**config.mk**
```make
export PLATFORM = sky130hd
export DESIGN_NAME = ps2_key_rx
export DESIGN_NICKNAME = d
export VERILOG_FILES = /design/src/rtl/ps2_pkg.sv /design/src/rtl/ps2_line_filter.sv /design/src/rtl/ps2_key_rx.sv
export SDC_FILE = /design/constraint.sdc
export NUM_CORES = 1
export LEC_CHECK = 0
export ABC_AREA = 1
export CAP_MARGIN = 10
export CORE_MARGIN = 2
export CORE_UTILIZATION = 45
export CTS_CLUSTER_SIZE = 40
export DETAILED_ROUTE_END_ITERATION = 8
export PLACE_DENSITY = 0.75
export RECOVER_POWER = 25
export SLEW_MARGIN = 20
export SYNTH_ARGS = -nofsm -noshare
export SYNTH_HDL_FRONTEND = slang
export SYNTH_HIERARCHICAL = 1
export SYNTH_SLANG_ARGS = --single-unit
```
**constraint.sdc**
```tcl
create_clock -name clk_sys -period 10.2 [get_ports clk_sys]
set_input_delay 1.02 -clock clk_sys [delete_from_list [all_inputs] [get_ports clk_sys]]
set_output_delay 1.02 -clock clk_sys [all_outputs]
set_load 0.005 [all_outputs]
```
**src/rtl/ps2_pkg.sv**
```systemverilog
// Shared constants and types for the PS/2 keyboard receive path.
package ps2_pkg;

    localparam int unsigned PS2_KEY_W = 66;
    localparam int unsigned PS2_ACC_W = 64;

    localparam logic [7:0] PS2_PFX_EXT   = 8'hE0;
    localparam logic [7:0] PS2_PFX_BRK   = 8'hF0;
    localparam logic [7:0] PS2_PFX_PAUSE = 8'hE1;

    // PrtSc is the one extended key whose make/break is two extended codes.
    localparam logic [7:0] PS2_PRTSC_LO  = 8'h12;
    localparam logic [7:0] PS2_PRTSC_HI  = 8'h7C;

    typedef enum logic [1:0] {
        IDLE   = 2'd0,
        DATA   = 2'd1,
        PARITY = 2'd2,
        STOP   = 2'd3
    } ps2_frame_state_e;

    // True for bytes that never end a sequence on their own.
    function automatic logic ps2_is_prefix(input logic [7:0] b);
        return (b == PS2_PFX_EXT) || (b == PS2_PFX_BRK) || (b == PS2_PFX_PAUSE);
    endfunction

endpackage

```
**src/rtl/ps2_line_filter.sv**
```systemverilog
// Synchronises a raw PS/2 line, debounces it and emits a one-cycle
// strobe on each accepted falling edge.
module ps2_line_filter #(
    parameter int unsigned FILTER_LEN = 8
) (
    input  logic clk_sys,
    input  logic reset,
    input  logic line_raw,
    output logic fall_strobe
);

    localparam int unsigned CNT_W = (FILTER_LEN > 2) ? $clog2(FILTER_LEN) : 1;

    logic             meta_q;
    logic             sync_q;
    logic             level_q;
    logic [CNT_W-1:0] cnt_q;

    // Two-flop synchroniser; the idle line level is high.
    always_ff @(posedge clk_sys or posedge reset) begin
        if (reset) begin
            meta_q <= 1'b1;
            sync_q <= 1'b1;
        end else begin
            meta_q <= line_raw;
            sync_q <= meta_q;
        end
    end

    // Accept a new level only after FILTER_LEN consecutive differing samples.
    always_ff @(posedge clk_sys or posedge reset) begin
        if (reset) begin
            level_q     <= 1'b1;
            cnt_q       <= '0;
            fall_strobe <= 1'b0;
        end else begin
            fall_strobe <= 1'b0;
            if (sync_q == level_q) begin
                cnt_q <= '0;
            end else if (cnt_q == CNT_W'(FILTER_LEN - 1)) begin
                level_q     <= sync_q;
                cnt_q       <= '0;
                fall_strobe <= ~sync_q;
            end else begin
                cnt_q <= cnt_q + CNT_W'(1);
            end
        end
    end

endmodule

```
**src/rtl/ps2_key_rx.sv**
```systemverilog
// Receive-only PS/2 keyboard front end: frames bytes, assembles prefixed
// key sequences and publishes them on a toggle-flagged event bus.
module ps2_key_rx
    import ps2_pkg::*;
#(
    parameter int unsigned FILTER_LEN = 8,
    parameter int unsigned TIMEOUT    = 43000
) (
    input  logic                 clk_sys,
    input  logic                 reset,
    input  logic                 ps2_clk_i,
    input  logic                 ps2_data_i,
    output logic [PS2_KEY_W-1:0] ps2_key,
    output logic                 ps2_err
);

    localparam int unsigned TMO_W = 16;
    localparam int unsigned BIT_W = 3;
    localparam int unsigned NUM_W = 4;

    logic                 strobe;
    logic                 data_meta_q;
    logic                 data_sync_q;

    ps2_frame_state_e     state_q;
    ps2_frame_state_e     state_d;
    logic [BIT_W-1:0]     bit_cnt_q;
    logic [7:0]           shreg_q;
    logic                 par_ok_q;
    logic [TMO_W-1:0]     tmo_q;

    logic                 byte_good_c;
    logic                 frame_err_c;
    logic                 timeout_c;

    logic [PS2_ACC_W-1:0] acc_q;
    logic [NUM_W-1:0]     n_q;
    logic                 pause_q;
    logic [PS2_ACC_W-1:0] key_q;
    logic                 tog_q;

    logic [PS2_ACC_W-1:0] acc_next_c;
    logic [NUM_W-1:0]     n_next_c;
    logic                 is_pause_c;
    logic                 complete_c;
    logic                 overflow_c;

    ps2_line_filter #(
        .FILTER_LEN (FILTER_LEN)
    ) u_clk_filter (
        .clk_sys     (clk_sys),
        .reset       (reset),
        .line_raw    (ps2_clk_i),
        .fall_strobe (strobe)
    );

    // Data line only needs synchronising; it is sampled on the clock strobe.
    always_ff @(posedge clk_sys or posedge reset) begin
        if (reset) begin
            data_meta_q <= 1'b1;
            data_sync_q <= 1'b1;
        end else begin
            data_meta_q <= ps2_data_i;
            data_sync_q <= data_meta_q;
        end
    end

    // Frame state register.
    always_ff @(posedge clk_sys or posedge reset) begin
        if (reset) begin
            state_q <= IDLE;
        end else begin
            state_q <= state_d;
        end
    end

    // Frame next-state and byte/error decisions; a strobe beats a timeout.
    always_comb begin
        state_d     = state_q;
        byte_good_c = 1'b0;
        frame_err_c = 1'b0;
        timeout_c   = 1'b0;
        if (strobe) begin
            unique case (state_q)
                IDLE: begin
                    if (!data_sync_q) state_d = DATA;
                    else              frame_err_c = 1'b1;
                end
                DATA: begin
                    if (bit_cnt_q == BIT_W'(7)) state_d = PARITY;
                end
                PARITY: begin
                    state_d = STOP;
                end
                STOP: begin
                    state_d = IDLE;
                    if (data_sync_q && par_ok_q) byte_good_c = 1'b1;
                    else                         frame_err_c = 1'b1;
                end
                default: state_d = IDLE;
            endcase
        end else if ((state_q != IDLE) && (tmo_q == TMO_W'(TIMEOUT - 1))) begin
            timeout_c = 1'b1;
            state_d   = IDLE;
        end
    end

    // Frame datapath: shift register, bit count, parity and timeout counter.
    always_ff @(posedge clk_sys or posedge reset) begin
        if (reset) begin
            bit_cnt_q <= '0;
            shreg_q   <= '0;
            par_ok_q  <= 1'b0;
            tmo_q     <= '0;
        end else begin
            if (strobe) begin
                unique case (state_q)
                    IDLE:    bit_cnt_q <= '0;
                    DATA: begin
                        shreg_q   <= {data_sync_q, shreg_q[7:1]};
                        bit_cnt_q <= bit_cnt_q + BIT_W'(1);
                    end
                    PARITY:  par_ok_q <= ^{shreg_q, data_sync_q};
                    default: ;
                endcase
            end
            if (strobe || timeout_c || (state_q == IDLE)) tmo_q <= '0;
            else                                         tmo_q <= tmo_q + TMO_W'(1);
        end
    end

    // Decide whether the incoming good byte closes the current sequence.
    always_comb begin
        acc_next_c = (acc_q << 8) | PS2_ACC_W'(shreg_q);
        n_next_c   = n_q + NUM_W'(1);
        is_pause_c = pause_q || ((n_q == '0) && (shreg_q == PS2_PFX_PAUSE));
        complete_c = 1'b1;
        if (is_pause_c) begin
            complete_c = (n_next_c == NUM_W'(8));
        end else if (ps2_is_prefix(shreg_q)) begin
            complete_c = 1'b0;
        end else if ((n_q == NUM_W'(1)) && (acc_q[7:0] == PS2_PFX_EXT)
                     && (shreg_q == PS2_PRTSC_LO)) begin
            complete_c = 1'b0;
        end else if ((n_q == NUM_W'(2)) && (acc_q[15:0] == {PS2_PFX_EXT, PS2_PFX_BRK})
                     && (shreg_q == PS2_PRTSC_HI)) begin
            complete_c = 1'b0;
        end
        overflow_c = !complete_c && (n_next_c == NUM_W'(8));
    end

    // Sequence accumulator and event-bus publication.
    always_ff @(posedge clk_sys or posedge reset) begin
        if (reset) begin
            acc_q   <= '0;
            n_q     <= '0;
            pause_q <= 1'b0;
            key_q   <= '0;
            tog_q   <= 1'b0;
            ps2_err <= 1'b0;
        end else begin
            ps2_err <= 1'b0;
            if (frame_err_c || timeout_c) begin
                acc_q   <= '0;
                n_q     <= '0;
                pause_q <= 1'b0;
                ps2_err <= 1'b1;
            end else if (byte_good_c) begin
                if (complete_c) begin
                    key_q   <= acc_next_c;
                    tog_q   <= ~tog_q;
                    acc_q   <= '0;
                    n_q     <= '0;
                    pause_q <= 1'b0;
                end else if (overflow_c) begin
                    acc_q   <= '0;
                    n_q     <= '0;
                    pause_q <= 1'b0;
                    ps2_err <= 1'b1;
                end else begin
                    acc_q   <= acc_next_c;
                    n_q     <= n_next_c;
                    pause_q <= is_pause_c;
                end
            end
        end
    end

    assign ps2_key = {1'b0, tog_q, key_q};

endmodule

```
# After elaboration in Yosys (flattened, before gate mapping)
# Index checks and enable logic that the tools add are counted.
# W data, S select, Z words.
# totals
ff_bits	166
latchBits	0
mem_bits_rw	0
romBits	0
input_bits	4
wordCells	114
mem_count	0
# op_classes
addsub	4
mul	0
div_mod_pow	0
n_lt_le_gt_ge	0
n_eq_ne	19
shifts	0
n_mux	40
bitwise_logic	5
reduce_logical	28
# ops
op	n
$mux W56	4
$or A64 B8 Y64	1
$eq A16 B16 Y1 const B	2
$eq A8 B8 Y1 const B	4
$mux W1	22
$add A16 B1 Y16 const B	1
$mux W16	1
$mux W4	4
$reduce_xor A9 Y1	1
$eq A8 B5 Y1 const B	1
$eq A8 B7 Y1 const B	1
$logic_and A1 B1 Y1	8
$mux W2	4
$pmux W2 S4	1
$reduce_and A2 Y1	4
$reduce_bool A2 Y1	4
$add A3 B1 Y3 const B	2
$eq A3 B3 Y1 const B	2
$logic_or A1 B1 Y1	6
$mux W3	2
$ne A3 B3 Y1 const B	2
$pmux W3 S2	1
$reduce_and A3 Y1	2
$add A4 B1 Y4 const B	1
other kinds (11)	15

# Depth between registers and ports, before layout
# Gate-level depths: netlist (run 1).
# logic_depth
ltp_word	13
mapped_depth	15
ltp_nobuf	13

# Modules after synthesis
# The synthesis (run 1) kept the hierarchy.
# by_module_without_submodules
mod	n_inst	cells_each	area_per_inst_um2	seq_area_each_um2
ps2_key_rx	1	799	6967.9	3981.3
ps2_line_filter	1	25	267.8	178.9

# Worst setup path after synthesis (run 1)
# OpenSTA, ideal clock, no wires.
# synth_path
kind	reg-to-reg
from	reg state_q[0]
to	reg acc_q[0]
arrival_ns	1.724
slack_ns	8.411
path_stages_with_launch	12
n_path_buf	1
period_less_slack_ns	1.789
cell_sequence	dfrtp_1 > inv_1 > ha_1 > inv_1 > nand3_1 > nor2_1 > nand2_1 > nand2_1 > a21boi_1 > clkbuf_1 > nand2_1 > nand2_1
# synth_between
elab_chain_cells	6
word_cells_on_any_way	13
# synth_lines
element	line	source
start: declaration	ps2_key_rx.sv:25	ps2_frame_state_e state_q;
start signal: assignment	ps2_key_rx.sv:73	state_q <= state_d;
branches (longest 6 deep; another with $mux W56)	n/a	
end signal: assignment	ps2_key_rx.sv:181	acc_q <= acc_next_c;
end: declaration	ps2_key_rx.sv:36	logic [PS2_ACC_W-1:0] acc_q;
# Several ways; the timed one is not identified.
# A chain may end at the register's enable or synchronous reset.

==> results of run 1 <==
-- worst max-delay path by stage --
stage               startpoint   endpoint  cells past startpoint
finish                   reset  acc_q[53]                      3
global route             reset  acc_q[42]                      3
CTS                     n_q[1]  key_q[21]                     11
detailed placement      n_q[1]  key_q[21]                     11
global placement         reset  key_q[43]                      3
floorplan                reset   acc_q[0]                      1
-- flip-flops by register name (all words and copies together), names as in the netlist, 2 cells and up --
signal / flops
acc_q: 56
bit_cnt_q: 3
key_q: 64
n_q: 4
shreg_q: 8
state_q: 2
tmo_q: 16
u_clk_filter/cnt_q: 3
-- per-stage QoR --
stage               total power [W]  instances  worst slack, ns  hold slack [ns]  utilization
global placement          0.0007284       1065            7.067           0.3462       0.5074
global route               0.001394       1097            5.819           0.3514       0.5443
floorplan                 0.0007185        824            4.892           0.3452            -
detailed placement        0.0007304       1065            6.980           0.3472       0.5074
CTS                        0.001363       1097            6.975           0.3508       0.5443
finish                     0.001354       1097            6.403           0.3481       0.5443
-- critical path, stage by stage --
cell	delay (ns)
dlygate4sd3_1	0.56
clkinvlp_2	1.84
buf_6	0.73
-- cell usage after synthesis (8+ instances only) --
library cell	n	area, sq um
buf_2	26	130.1
clkbuf_1	15	56.30
dfrtp_1	161	4029
ha_1	13	162.7
inv_1	47	176.4
nand2_1	298	1119
nand3_1	59	295.3
nand4_1	67	419.2
nor2_1	39	146.4
nor3_1	8	40.04
o21ai_0	16	80.08
o21ai_1	15	75.07
-- cell families (layout without fill, tap and decap cells) --
group,after synthesis,after routing
AOI/OAI and AO/OA,47,47
DFF,166,166
and+or+nand+nor,486,486
buffers and inverters,102,159
other,1,1
adders and majority gates,13,13
xor gates and xnor gates,9,9
-- cell usage in the layout, fill, tap and decap left out, drive strengths merged --
master,Yosys,final
clkdlybuf4s50,0,66
dfstp,5,5
inv,53,53
clkinv,0,5
conb,1,1
o211ai,1,1
nand2,300,300
ha,13,13
o21bai,1,1
nor3b,6,6
or2,2,2
clkinvlp,0,4
o21ai,31,31
xnor2,7,7
dfrtp,161,161
dlygate4sd3,0,3
nor4,1,1
nand4,67,67
a21boi,1,1
and3,1,1
bufinv,0,2
a31oi,1,1
a22o,2,2
nand3b,1,1
nor3,8,8
o21a,1,1
a22oi,1,1
xor2,2,2
nor2,41,41
a21oi,8,8
buf,34,5
nand3,59,59
clkbuf,15,21
-- metal layers --
layer  global-route usage  vias to the layer above  part of all wire
met5                    0                        -                 0
met3              0.03909                       22             0.036
li1                     -                     2778                 -
met2               0.2858                      106              0.47
met1               0.2690                     2658              0.48
met4              0.07196                        0             0.019
-- report_power, final --
| group | internal, W | switching, W |
|---|---|---|
| combinational | 0.0000111 | 0.0000316 |
| clock | 0.000373 | 0.000263 |
| sequential | 0.000670 | 0.00000494 |
-- area by class of cell --
cell class                 count  area, sq um
inverter                      53        200.2
fill                        1419         7213
sequential                   166         4160
clock buffer                  21        460.4
tap                          216        270.3
timing repair buffer          74        732.0
multi-input combinational    556         2668
clock inverter                11        123.9
==> flow_metrics.py, run 1 <==
metrics = {
    "clock_network": {
        "clk_latency_ns": 0.43,
        "cts_root_buf": "clkbuf_16",
        "numCtsBuffers": 17,
        "cts.sink_count": 166,
        "ctsResizeCount": 0,
        "cts_max_path_buffers": 2,
        "hold_buffers": 0,
        "cts_tree": "yes",
        "h-tree-depth": 4,
        "cts.clk_slew.worst_paths_ns": 0.06,
        "postCtsSetupBuffers": 0,
    },
    "synthesis": {
        "avgSynthCellArea_sq_um": 8.781,
        "seq_area_frac_synth": 0.5750,
        "synth_top_family_by_area": "simple AND/OR/NAND/NOR gates",
        "yosys_warnings": 6,
        "yosys_register_bits": 166,
        "yosys.area_share.simple": 0.2947,
        "synth_cell_types": 39,
        "synth-compound-area-share": 0.03649,
        "muxShareOfSynthArea": 0,
        "synthesis.nets": 841,
        "ys.flop_type": "dfrtp_1",
        "syn_inst": 824,
        "netlist_area_sq_mm": 0.007236,
        "synth_edf_count": 0,
        "yosys.area_share.adder": 0.02248,
        "synth_xor_area_frac": 0.01089,
        "async_flop_share": 1.000,
    },
    "sta": {
        "period_share": 0.3723,
        "final_hold_viol_count": 0,
        "fmax_mhz": 263.3,
        "setup_tns_ns": 0,
        "rsz0062_at_grt": "no",
        "slew_headroom": -1.184,
        "skew_ns": 0.009460,
        "setup_violations": 0,
        "slew_viol_final": 77,
        "fin_crit_ns": 3.797,
        "worst_pin_slew_ns": 3.257,
    },
    "drt": {
        "viasPerCell": 5.072,
        "drtPass1Iterations": 5,
        "drtAntennaViolNets": 0,
        "wl_per_cell_um": 13.70,
        "drc": 0,
        "routed_wl_um": 15020,
        "via_count": 5564,
        "drt_iter0_markers": 552,
    },
    "hold_path": {
        "worstHoldPathCells": 0,
        "hold_path_class": "reg -> reg",
        "holdPathEnd": "data_sync_q",
        "hp-start": "data_meta_q",
    },
    "final_layout": {
        "drive_above_1_share": 0.06016,
        "nets": 885,
        "num_antenna_cells": 0,
        "syn2layout_area_growth_pct": 19.06,
        "stdcell_area_sq_mm": 0.008615,
    },
    "critical_path": {
        "path_class": "in -> async",
        "worstPathRequired_ns": 10.67,
        "reg2reg_to": "key_q[21]",
        "worstReg2RegStart": "n_q[1]",
        "rrSetupSlack_ns": 6.97,
        "endpoint_kind": "asynchronous set/reset pin",
        "reg2reg_depth": 11,
        "cp-start-kind": "input pin",
        "critical_path_arrival_ns": 4.27,
        "worstPathMaxFanout": 84,
    },
    "placement": {
        "placed_area_sq_mm": 0.008030,
        "gp_congestion": 0.7820,
        "dp.final_hpwl_um": 9321,
        "portBuffers": 69,
    },
    "status": {
        "violations": "capacitance limit, slew limit",
        "outcome": "finished, violations left",
    },
    "die": {
        "die_x_um": 130.8,
        "core_sq_mm": 0.01583,
        "fp.dieH_um": 130.8,
        "row_count": 46,
        "start_util": 0.4572,
        "die-area_sq_mm": 0.01711,
        "boundaryPins": 71,
    },
    "grt": {
        "grt_use_total": 0.1886,
        "grt_pass1_vias": 5209,
        "grt_max_degree": 113,
        "grt_pass1_wl_um": 25690,
        "overflow": 0,
        "antenna_found_initial": 0,
    },
    "power": {
        "leakagePower_nw": 4.293,
        "ir_drop_v": 0.0001261,
        "power_per_cell_area_mw_per_mm2": 157.1,
    },
    "run": {
        "max-cap-violations": 1,
    },
}
No activity file was read; power rests on OpenSTA's default activity.
==> inputs of run 2 (changes only) <==
--- a/config.mk
+++ b/config.mk
@@ -11,7 +11,7 @@
 export CORE_UTILIZATION = 45
 export CTS_CLUSTER_SIZE = 40
 export DETAILED_ROUTE_END_ITERATION = 8
-export PLACE_DENSITY = 0.75
+export PLACE_DENSITY = 0.78
 export RECOVER_POWER = 25
 export SLEW_MARGIN = 20
 export SYNTH_ARGS = -nofsm -noshare
==> constraint.sdc (replaced) <==
create_clock -name clk_sys -period 3.4 [get_ports clk_sys]
set_input_delay 0.34 -clock clk_sys [delete_from_list [all_inputs] [get_ports clk_sys]]
set_output_delay 0.34 -clock clk_sys [all_outputs]
set_load 0.005 [all_outputs]
==> run 2 against run 1 <==
  * Cell area grew 1.4%
  * Count of clock-buffer cells in the layout stayed put
  * Non-clock buffer count grew 5
  * First-iteration DRC count shrank 12%
  * The run now ends clean
  * Clock skew about the same
  * Flip-flop and latch count unchanged
  * Cell count rose by 0.36%
  * Critical path depth increased by 8
  * Sequential share of layout area shrank 0.66 points
  * Global-route usage increased by 1.1 points
  * Utilization up 0.76 points
  * Sequential power grew to 3.0 times the previous value
==> flow_metrics.py, run 2 (synthesized netlist as in run 1, its figures left out) <==
metrics = {
    "status": {
        "outcome": "completed",
    },
    "final_layout": {
        "nets": 890,
        "stdcell_area_sq_mm": 0.008735,
        "syn2layout_area_growth_pct": 20.72,
        "largest_register_ffs": 64,
        "num_antenna_cells": 0,
        "final_cell_mix": "298 x nand2_1, 161 x dfrtp_1, 67 x nand4_1",
        "drive_above_1_share": 0.06328,
        "reg_top3": "key_q (64), acc_q (56), tmo_q (16)",
        "final_common_cell": "nand2_1",
        "fin_util": 0.5519,
        "top_register": "key_q",
    },
    "die": {
        "row_count": 46,
        "start_util": 0.4572,
        "core_sq_mm": 0.01583,
        "fp.dieH_um": 130.8,
        "boundaryPins": 71,
        "die_x_um": 130.8,
        "die-area_sq_mm": 0.01711,
    },
    "grt": {
        "grt_pass1_vias": 5564,
        "grt_max_degree": 112,
        "grt_use_total": 0.1995,
        "grt_pass1_wl_um": 26970,
        "overflow": 0,
        "antenna_found_initial": 0,
    },
    "clock_network": {
        "cts.sink_count": 166,
        "cts_root_buf": "clkbuf_16",
        "cts_max_path_buffers": 2,
        "ctsResizeCount": 0,
        "clk_latency_ns": 0.44,
        "hold_buffers": 0,
        "numCtsBuffers": 17,
        "h-tree-depth": 4,
        "cts_tree": "yes",
        "postCtsSetupBuffers": 0,
        "cts.clk_slew.worst_paths_ns": 0.06,
    },
    "critical_path": {
        "worstPathRequired_ns": 3.75,
        "crit_slowest_cell": "buf_4",
        "crit_buf_inv": 3,
        "critical_path_arrival_ns": 2.99,
        "critical-path-max-stage-delay_ns": 0.81,
        "crit_family": "buffers and inverters",
        "worstPathMaxFanout": 111,
        "crit_top_cell": "nand2_1",
        "worstPathCellList": "inv_1 > ha_1 > inv_1 > nand3_1 > nor2_1 > nand2_1 > nand2_1 > a21oi_4 > buf_4 > nand2_1 > o21ai_0",
        "cp-start-kind": "flop",
        "path_depth": 11,
        "reg2reg_depth": 11,
        "path_class": "reg -> reg",
        "endpoint_kind": "flop",
    },
    "drt": {
        "drc": 0,
        "wl_per_cell_um": 14.29,
        "wl_met3_um": 762,
        "via_count": 5699,
        "top_layer": "met4",
        "drtPass1Iterations": 5,
        "wl_met2_um": 7513,
        "drtAntennaViolNets": 0,
        "wl_met1_um": 7122,
        "viasPerCell": 5.176,
        "routed_wl_um": 15730,
        "drt_iter0_markers": 486,
    },
    "placement": {
        "dp_slack_ns": 0.7873,
        "dp.final_hpwl_um": 9830,
        "placed_area_sq_mm": 0.008104,
        "portBuffers": 69,
        "gp_congestion": 0.8208,
    },
    "sta": {
        "rsz0062_at_grt": "no",
        "fmax_mhz": 378.6,
        "period_share": 0.7768,
        "worst_pin_slew_ns": 1.211,
        "final_hold_viol_count": 0,
        "setup_violations": 0,
        "slew_viol_final": 0,
        "setup_ws_ns": 0.7588,
        "slew_headroom": 0.1885,
        "skew_ns": 0.009309,
        "setup_tns_ns": 0,
        "fin_crit_ns": 2.641,
    },
    "power": {
        "p_clk_frac": 0.489,
        "p_seq_frac": 0.478,
        "internal_power_w": 0.003336,
        "power_per_cell_area_mw_per_mm2": 485.3,
        "finalPower_w": 0.004239,
        "p_sw_w": 0.0009030,
        "leakagePower_nw": 4.356,
        "ir_drop_v": 0.0003711,
        "switching_share": 0.2130,
        "combPwrFrac": 0.033,
    },
    "run": {
        "max-cap-violations": 0,
    },
    "hold_path": {
        "hold_path_class": "in -> async",
    },
}
## run 2: cell types whose count changed in the layout (fill, tap and decap cells not counted), sizes merged
cell      change
clkinv        -1
clkbuf        +2
buf           +3
bufinv        +2
clkinvlp      -2
## run 2: final timing paths
| kind | startpoint | end | slack, ns |
|---|---|---|---|
| setup / recovery | state_q[1] | n_q[2] | 0.76 |
| hold / removal | reset | u_clk_filter/cnt_q[2] | 0.31 |
| setup reg to reg | state_q[1] | n_q[2] | 0.76 |
| hold reg to reg | data_meta_q | data_sync_q | 0.36 |
| max in group asynchronous | reset | key_q[25] | 1.28 |
| min in group clk_sys | data_meta_q | data_sync_q | 0.36 |
## run 2: cell type report
class / count / area (sq um)
sequential: 166 / 4160
fill: 1407 / 7093
timing repair buffer: 79 / 795.8
clock inverter: 10 / 170.2
tap: 216 / 270.3
clock buffer: 21 / 470.5
inverter: 53 / 200.2
multi-input combinational: 556 / 2668
## run 2: per-stage QoR
stage | cells | hold WS (ns)
floorplan | 824 | 0.1412
global placement | 1070 | 0.3464
detailed placement | 1070 | 0.3479
CTS | 1101 | 0.2130
global route | 1101 | 0.3215
finish | 1101 | 0.3099
## run 2: power groups by stage
stage                     Combinational, W  Clock (W)  Sequential [W]
after detailed placement          0.000141          0         0.00206
after CTS                         0.000144    0.00210         0.00203
after global routing              0.000164    0.00219         0.00203
after global placement            0.000132          0         0.00206
final                             0.000138    0.00207         0.00203
after floorplan                  0.0000994          0         0.00206
## run 2: worst register-to-register path, stage by stage, from the launching register on
cell	delay, ns
dfrtp_1	0.40
inv_1	0.11
ha_1	0.24
inv_1	0.07
nand3_1	0.08
nor2_1	0.04
nand2_1	0.07
nand2_1	0.16
a21oi_4	0.18
buf_4	0.81
nand2_1	0.20
o21ai_0	0.20
## run 2: routing by layer
metal	up-vias	global-route usage
met5	-	0
met4	0	0.08010
met3	25	0.04153
met2	163	0.3159
met1	2728	0.2711
li1	2783	-
==> inputs of run 3 (changes only) <==
--- a/config.mk
+++ b/config.mk
@@ -11,7 +11,7 @@
 export CORE_UTILIZATION = 45
 export CTS_CLUSTER_SIZE = 40
 export DETAILED_ROUTE_END_ITERATION = 8
-export PLACE_DENSITY = 0.78
+export PLACE_DENSITY = 0.75
 export RECOVER_POWER = 25
 export SLEW_MARGIN = 20
 export SYNTH_ARGS = -nofsm -noshare
==> constraint.sdc (replaced) <==
create_clock -name clk_sys -period 2.64 [get_ports clk_sys]
set_input_delay 0.264 -clock clk_sys [delete_from_list [all_inputs] [get_ports clk_sys]]
set_output_delay 0.264 -clock clk_sys [all_outputs]
set_load 0.005 [all_outputs]
==> run 3 against run 2 <==
  * Die area unchanged
  * Cell count up 0.36%
  * Routed wire length shrank 3.0%
  * Setup slack lost 0.44 ns
  * Sequential share of layout area up 0.19 points
  * Combinational power increased by 20%
  * Critical endpoint is now key_q[11]
  * Via count is 0.46% lower
  * Non-clock buffer count increased by 3
  * Clock power up 16%
  * Largest cell class unchanged
  * Flip-flop and latch count stayed put
==> flow_metrics.py, run 3 (synthesized netlist as in run 1, its figures left out) <==
metrics = {
    "clock_network": {
        "cts_max_path_buffers": 2,
        "cts_tree": "yes",
        "cts_root_buf": "clkbuf_16",
        "clk_latency_ns": 0.43,
        "cts.sink_count": 166,
        "postCtsSetupBuffers": 0,
        "numCtsBuffers": 17,
        "cts.clk_slew.worst_paths_ns": 0.06,
        "hold_buffers": 0,
        "h-tree-depth": 4,
        "ctsResizeCount": 0,
    },
    "grt": {
        "overflow": 0,
        "grt_pass1_vias": 5392,
        "grt_pass1_wl_um": 25950,
        "grt_use_total": 0.1923,
        "grt_max_degree": 66,
        "antenna_found_initial": 0,
    },
    "final_layout": {
        "multi_input_area_sq_mm": 0.002668,
        "stdcell_area_sq_mm": 0.008700,
        "syn2layout_area_growth_pct": 20.23,
        "num_antenna_cells": 0,
        "final_cell_mix": "298 x nand2_1, 161 x dfrtp_1, 67 x nand4_1",
        "drive_above_1_share": 0.06862,
        "reg_top3": "key_q (64), acc_q (56), tmo_q (16)",
        "nets": 893,
        "top_register": "key_q",
        "final.fill_count": 1407,
        "largest_register_ffs": 64,
        "seqCellArea_sq_mm": 0.004160,
        "final_common_cell": "nand2_1",
    },
    "power": {
        "power_per_cell_area_mw_per_mm2": 594.2,
        "leakagePower_nw": 4.347,
        "ir_drop_v": 0.0004726,
    },
    "placement": {
        "dp.final_hpwl_um": 9822,
        "dp_slack_ns": 0.3346,
        "portBuffers": 69,
        "gp_congestion": 0.8435,
        "placed_area_sq_mm": 0.008152,
    },
    "drt": {
        "drtAntennaViolNets": 0,
        "wl_per_cell_um": 13.81,
        "drt_iter0_markers": 414,
        "via_count": 5673,
        "routed_wl_um": 15260,
        "drtPass1Iterations": 5,
        "drc": 0,
        "viasPerCell": 5.134,
    },
    "die": {
        "fp.dieH_um": 130.8,
        "row_count": 46,
        "boundaryPins": 71,
        "die_x_um": 130.8,
        "die-area_sq_mm": 0.01711,
        "start_util": 0.4572,
        "core_sq_mm": 0.01583,
    },
    "sta": {
        "period_share": 0.8800,
        "slew_headroom": 0.2372,
        "slew_viol_final": 0,
        "hold_slack_ns": 0.2376,
        "setup_ws_ns": 0.3169,
        "worst_pin_slew_ns": 1.144,
        "fin_crit_ns": 2.323,
        "fmax_mhz": 430.5,
        "final_hold_viol_count": 0,
        "setup_tns_ns": 0,
        "rsz0062_at_grt": "no",
        "skew_ns": 0.008018,
        "setup_violations": 0,
    },
    "critical_path": {
        "cp-start-kind": "flop",
        "worstPathRequired_ns": 2.95,
        "worstPathCellList": "inv_1 > ha_1 > nand3_1 > nor2_1 > nand2_1 > nand2_1 > nor2_1 > nand2_1 > nand2_4 > nand2_2 > buf_12 > nand2_1 > o21ai_1",
        "critical_path_arrival_ns": 2.63,
        "endpoint_kind": "flop",
        "worstPathMaxFanout": 54,
        "crit_top_cell": "nand2_1",
        "critical-path-max-stage-delay_ns": 0.41,
        "path_class": "reg -> reg",
        "crit_slowest_cell": "dfrtp_1",
    },
    "status": {
        "outcome": "completed",
    },
    "hold_path": {
        "hold_path_class": "in -> async",
    },
    "run": {
        "max-cap-violations": 0,
    },
}
[run 3: final timing paths]
path	slack, ns	depth (start not counted)	to	startpoint
max	0.32	13	key_q[11]	n_q[0]
min	0.24	2	u_clk_filter/fall_strobe	reset
max reg2reg	0.32	13	key_q[11]	n_q[0]
min reg2reg	0.36	0	data_sync_q	data_meta_q
max in group asynchronous	0.61	3	key_q[41]	reset
min in group clk_sys	0.36	0	data_sync_q	data_meta_q
[run 3: report_power, final]
part           switching [W]  leakage [nW]  internal [W]  total (W)
Combinational       0.000121          1.77     0.0000438   0.000165
Sequential         0.0000179          2.30       0.00259    0.00260
Clock               0.000994         0.282       0.00141    0.00240
Total                0.00113          4.35       0.00404    0.00517
[run 3: worst max-delay path: cells and delay by family (launching register included)]
family                   cells  cell delay (ns)
AND/OR/NAND/NOR              9             1.18
flip-flops                   1             0.41
buffers and inverters        2             0.30
adder cells (fa/ha/maj)      1             0.20
AO/OA/AOI/OAI                1             0.07
[run 3: metrics by stage]
| stage | power, W | cells | util |
|---|---|---|---|
| 4_1_cts | 0.005240 | 1105 | 0.5517 |
| 3_3_place_gp | 0.002824 | 1073 | 0.5150 |
| 6_report | 0.005170 | 1105 | 0.5496 |
| 5_1_grt | 0.005365 | 1105 | 0.5496 |
| 2_1_floorplan | 0.002777 | 824 | - |
| 3_5_place_dp | 0.002830 | 1073 | 0.5150 |
[run 3: final cells by class]
class,count,area share
timing repair buffer,82,0.09435
tap,216,0.03107
clock inverter,9,0.01064
inverter,53,0.02301
multi-input combinational,556,0.3066
clock buffer,23,0.05609
sequential,166,0.4782
[run 3: layer usage]
| metal | up-vias | wire length (um) | global-route usage |
|---|---|---|---|
| li1 | 2777 | - | - |
| met4 | 0 | 301 | 0.07447 |
| met5 | - | 0 | 0 |
| met1 | 2728 | 7061 | 0.2668 |
| met3 | 27 | 694 | 0.04764 |
| met2 | 141 | 7205 | 0.2935 |
